File: src/rtl/ram_arbiter.sv
// Two-port round-robin arbiter in front of a single RAM. One transaction at a time moves
// through IDLE -> ISSUE -> WAIT -> DONE. A watchdog ends a transaction with an error flag if
// the RAM never answers.
module ram_arbiter #(
  parameter int unsigned ADDR_WIDTH     = 16,
  parameter int unsigned DATA_WIDTH     = 32,
  parameter int unsigned TIMEOUT_CYCLES = 15,
  parameter int unsigned TO_WIDTH       = 4
) (
  input  logic                  clk,
  input  logic                  rst,
  // Requester 0
  input  logic [ADDR_WIDTH-1:0] p0_address,
  input  logic [DATA_WIDTH-1:0] p0_write_data,
  input  logic                  p0_read_enable,
  input  logic                  p0_write_enable,
  output logic [DATA_WIDTH-1:0] p0_read_data,
  output logic                  p0_ready,
  output logic                  p0_error,
  // Requester 1
  input  logic [ADDR_WIDTH-1:0] p1_address,
  input  logic [DATA_WIDTH-1:0] p1_write_data,
  input  logic                  p1_read_enable,
  input  logic                  p1_write_enable,
  output logic [DATA_WIDTH-1:0] p1_read_data,
  output logic                  p1_ready,
  output logic                  p1_error,
  // RAM side
  output logic [ADDR_WIDTH-1:0] ram_address,
  output logic [DATA_WIDTH-1:0] ram_write_data,
  output logic                  ram_read_enable,
  output logic                  ram_write_enable,
  input  logic [DATA_WIDTH-1:0] ram_read_data,
  input  logic                  ram_ready,
  output logic                  busy
);

  typedef enum logic [1:0] {StIdle, StIssue, StWait, StDone} state_e;

  localparam logic [TO_WIDTH-1:0] WdLast = TO_WIDTH'(TIMEOUT_CYCLES - 1);

  state_e                state_q, state_d;
  logic                  last_grant_q, last_grant_d;
  logic                  grant_q, grant_d;
  logic                  op_write_q, op_write_d;
  logic [TO_WIDTH-1:0]   wd_q, wd_d;
  logic [ADDR_WIDTH-1:0] ram_addr_q, ram_addr_d;
  logic [DATA_WIDTH-1:0] ram_wdata_q, ram_wdata_d;
  logic                  ram_re_q, ram_re_d;
  logic                  ram_we_q, ram_we_d;
  logic [DATA_WIDTH-1:0] p0_rd_q, p0_rd_d;
  logic [DATA_WIDTH-1:0] p1_rd_q, p1_rd_d;
  logic [1:0]            ready_q, ready_d;
  logic [1:0]            error_q, error_d;
  logic                  busy_q, busy_d;

  logic [1:0] req;
  logic       gnt;

  assign req = {p1_read_enable | p1_write_enable, p0_read_enable | p0_write_enable};

  // Next-state logic: arbitration, latching of the granted request, watchdog and completion.
  always_comb begin
    state_d      = state_q;
    last_grant_d = last_grant_q;
    grant_d      = grant_q;
    op_write_d   = op_write_q;
    wd_d         = wd_q;
    ram_addr_d   = ram_addr_q;
    ram_wdata_d  = ram_wdata_q;
    ram_re_d     = ram_re_q;
    ram_we_d     = ram_we_q;
    p0_rd_d      = p0_rd_q;
    p1_rd_d      = p1_rd_q;
    ready_d      = 2'b00;
    error_d      = 2'b00;
    gnt          = 1'b0;

    unique case (state_q)
      StIdle: begin
        if (req != 2'b00) begin
          // Under contention the port that did not win last time is served.
          gnt          = (req == 2'b11) ? ~last_grant_q : req[1];
          state_d      = StIssue;
          grant_d      = gnt;
          last_grant_d = gnt;
          ram_addr_d   = gnt ? p1_address    : p0_address;
          ram_wdata_d  = gnt ? p1_write_data : p0_write_data;
          // Write wins when both enables are high.
          op_write_d   = gnt ? p1_write_enable : p0_write_enable;
          ram_we_d     = op_write_d;
          ram_re_d     = ~op_write_d;
        end
      end
      StIssue: begin
        ram_re_d = 1'b0;
        ram_we_d = 1'b0;
        wd_d     = '0;
        state_d  = StWait;
      end
      StWait: begin
        if (ram_ready) begin
          ready_d[grant_q] = 1'b1;
          if (!op_write_q) begin
            if (grant_q) p1_rd_d = ram_read_data;
            else         p0_rd_d = ram_read_data;
          end
          state_d = StDone;
        end else if (wd_q == WdLast) begin
          ready_d[grant_q] = 1'b1;
          error_d[grant_q] = 1'b1;
          if (grant_q) p1_rd_d = '0;
          else         p0_rd_d = '0;
          state_d = StDone;
        end else begin
          wd_d = wd_q + 1'b1;
        end
      end
      StDone: begin
        // One dead cycle so a request dropped on the ready edge is never re-granted.
        state_d = StIdle;
      end
      default: state_d = StIdle;
    endcase

    busy_d = (state_d != StIdle);
  end

  // State and output registers; reset abandons any in-flight transaction.
  always_ff @(posedge clk or posedge rst) begin
    if (rst) begin
      state_q      <= StIdle;
      last_grant_q <= 1'b1;
      grant_q      <= 1'b0;
      op_write_q   <= 1'b0;
      wd_q         <= '0;
      ram_addr_q   <= '0;
      ram_wdata_q  <= '0;
      ram_re_q     <= 1'b0;
      ram_we_q     <= 1'b0;
      p0_rd_q      <= '0;
      p1_rd_q      <= '0;
      ready_q      <= 2'b00;
      error_q      <= 2'b00;
      busy_q       <= 1'b0;
    end else begin
      state_q      <= state_d;
      last_grant_q <= last_grant_d;
      grant_q      <= grant_d;
      op_write_q   <= op_write_d;
      wd_q         <= wd_d;
      ram_addr_q   <= ram_addr_d;
      ram_wdata_q  <= ram_wdata_d;
      ram_re_q     <= ram_re_d;
      ram_we_q     <= ram_we_d;
      p0_rd_q      <= p0_rd_d;
      p1_rd_q      <= p1_rd_d;
      ready_q      <= ready_d;
      error_q      <= error_d;
      busy_q       <= busy_d;
    end
  end

  assign p0_read_data     = p0_rd_q;
  assign p1_read_data     = p1_rd_q;
  assign p0_ready         = ready_q[0];
  assign p1_ready         = ready_q[1];
  assign p0_error         = error_q[0];
  assign p1_error         = error_q[1];
  assign ram_address      = ram_addr_q;
  assign ram_write_data   = ram_wdata_q;
  assign ram_read_enable  = ram_re_q;
  assign ram_write_enable = ram_we_q;
  assign busy             = busy_q;

endmodule

File: config.mk
export PLATFORM = sky130hd
export DESIGN_NAME = ram_arbiter
export DESIGN_NICKNAME = d
export VERILOG_FILES = /design/src/rtl/ram_arbiter.sv
export SDC_FILE = /design/constraint.sdc
export NUM_CORES = 1
export LEC_CHECK = 0
export CORE_ASPECT_RATIO = 0.7
export CORE_MARGIN = 2
export CORE_UTILIZATION = 37
export DETAILED_ROUTE_END_ITERATION = 12
export PLACE_DENSITY = 0.74
export SLEW_MARGIN = 0
export SYNTH_ARGS = -nofsm -noshare
export SYNTH_HDL_FRONTEND = slang
export SYNTH_SLANG_ARGS = --single-unit
File: constraint.sdc
create_clock -name clk -period 4.9 [get_ports clk]
set_input_delay 1.47 -clock clk [delete_from_list [all_inputs] [get_ports clk]]
set_output_delay 1.47 -clock clk [all_outputs]
set_load 0.05 [all_outputs]
==> impl_metrics.ini <==
[yosys]
netlist_instances = 493
syn-num-nets = 630
synth-seq-cells = 128
synth.distinct_cells = 34
yosys_warnings = 0
synth.top_cell.area_share_pct = 59.46
synth_area_leaders = dfrtp_1 59%, a32o_1 12%, a21oi_1 9.5%
synth_area_per_cell_um2 = 10.84
syn-cell-area_um2 = 5345
synth_area_leader_cell = dfrtp_1
ys_seq_area_share_pct = 59.95

[placed_design]
gp_congestion = 0.8639
place.port_buffers = 253
dpl_worst_slack_ns = 1.266
dp_hpwl_um = 11720

[outcome]
status = complete, no violations

[clocking]
cts.htree.levels = 4
clk_latency_ns = 0.41
hold_buffers = 0
cts_setup_buffers = 0
cts_root_buf = clkbuf_16
cts_buffers = 17
cts_buffer_depth = 2
clock-sinks = 128
postCtsResizedCells = 0
cts.clk_slew.worst_paths_ns = 0.06
cts_tree = done

[floorplanning]
die_h_um = 104.6
pin_count = 254
die_area_um2 = 15440
dieWidth_um = 147.7
start_util_pct = 38.16
rows = 36
design.core.area_um2 = 14010

[route]
drt_iter0_markers = 248
ant_nets = 0
wirelength_um = 16860
drc_errors = 0
wl_per_cell_um = 18.07
drt_pass1_iterations = 4
num_vias = 5003
vias_per_cell = 5.362

[timing]
setup_viol = 0
hold_viol = 0
hold_ws_ns = 0.4927
clock_skew_ns = 0.006742
setup_slack_ns = 1.697
rsz0062_at_grt = false
fmax_mhz = 312.2
min_period_ns = 3.203
slew_viol_final = 0
tightest_slew_ns = 0.7587
fin_crit_sh_pct = 65.36
finalSetupTns_ns = 0
relSlewSlack_pct = 49.30

[layout]
final_common_cell = clkdlybuf4s50_1
mostFrequentLayoutCells = 253 x clkdlybuf4s50_1, 127 x dfrtp_1, 101 x a21oi_1
final_core_util_pct = 61.08
drive_gt1_share_pct = 7.133
final_nets = 867
antenna_cells = 0
area_growth_pct = 60.09

[critical_path]
worstPathMaxFanout = 43
startpoint_type = primary input
required_ns = 5.23
crit_type = primary input to flop
critPathCaptureType = flop
critPathArrivalTime_ns = 3.53

[global_route]
grt_first_pass_wirelength_um = 26780
grt_overflow = 0
grt_max_degree = 47
grt_pass1_vias = 5108
grt_use_total_pct = 22.15
antenna_found_initial = 0

[power]
vdd_drop_max_v = 0.0003956
leakage_nw = 3.522
powerDensity_nw_per_um2 = 828.0

[worst_hold_path]
min_path_type = flop to flop

[flow_run]
maxCapViolCount = 0
logic make-up after synthesis:
family,Yosys count,share of synthesized area (%)
flops,128,59.95
simple gates,129,10.53
mux,1,0.1873
fa+ha+maj,2,0.4681
buf+inv,50,5.220
compound gates,183,23.64
cell usage after synthesis, drive strengths merged:
cell    count
a21o        1
nor2       56
dfrtp     127
nand4b      2
nor3        6
dfstp       1
clkbuf     11
mux2i       1
nor4        1
nand2      54
nand3       2
and2        1
a32o       64
o21ai       9
nand2b      4
ha          2
o21a        1
o22ai       1
nor2b       1
inv         6
buf        33
a21oi     101
a31o        2
a31oi       3
nor4b       1
and4b       1
a311oi      1
worst paths after layout:
path | from | end | cells past startpoint | slack, ns
hold / removal | p0_read_data[28] | p0_read_data[28] | 1 | 0.49
min in group asynchronous | rst | busy | 2 | 1.48
setup / recovery | p1_read_enable | ram_address[7] | 6 | 1.70
hold reg to reg | p0_read_data[28] | p0_read_data[28] | 1 | 0.49
max in group asynchronous | rst | ram_write_data[28] | 3 | 2.55
setup reg to reg | state_q[0] | p0_read_data[10] | 4 | 2.41
critical path: stages:
cell and delay (ns):
clkdlybuf4s50_1 0.52, nor4_2 0.40, nand2b_2 0.39, buf_4 0.46
a21oi_1 0.08, a21oi_1 0.19
power by group:
part / switching (W) / total [W] / internal (W)
clock: 0.000486 / 0.00127 / 0.000786
sequential: 0.000317 / 0.00188 / 0.00156
combinational: 0.00262 / 0.00394 / 0.00132
total: 0.00342 / 0.00709 / 0.00366
stage by stage:
step / total power [W] / instances / area (um^2)
4_1_cts: 0.007140 / 933 / 8557
5_1_grt: 0.007412 / 933 / 8557
2_1_floorplan: 0.004509 / 493 / 5345
3_3_place_gp: 0.005749 / 901 / 7953
3_5_place_dp: 0.005837 / 901 / 7953
6_report: 0.007085 / 933 / 8557
sequential cells by signal, summed over array words and instances (netlist names), 2 cells and up:
signal          flops
ram_write_data     32
error_q             2
state_q             2
wd_q                4
ready_q             2
p0_read_data       32
ram_address        16
p1_read_data       32
per-layer routing:
layer	global-route usage, %	routed length (um)
met1	26.60	6815
met2	36.68	8026
met3	8.122	1667
met4	7.967	350
met5	0	0
layout make-up:
type | instances | area, um^2
well taps | 190 | 237.7
flip-flops and latches | 128 | 3204
inverters | 6 | 25.02
multi-input cells | 315 | 1886
clock inverters | 13 | 151.4
fillers | 1109 | 5451
repair buffers | 262 | 2600
clock buffers | 19 | 452.9
No activity file was read; power rests on OpenSTA's default activity.
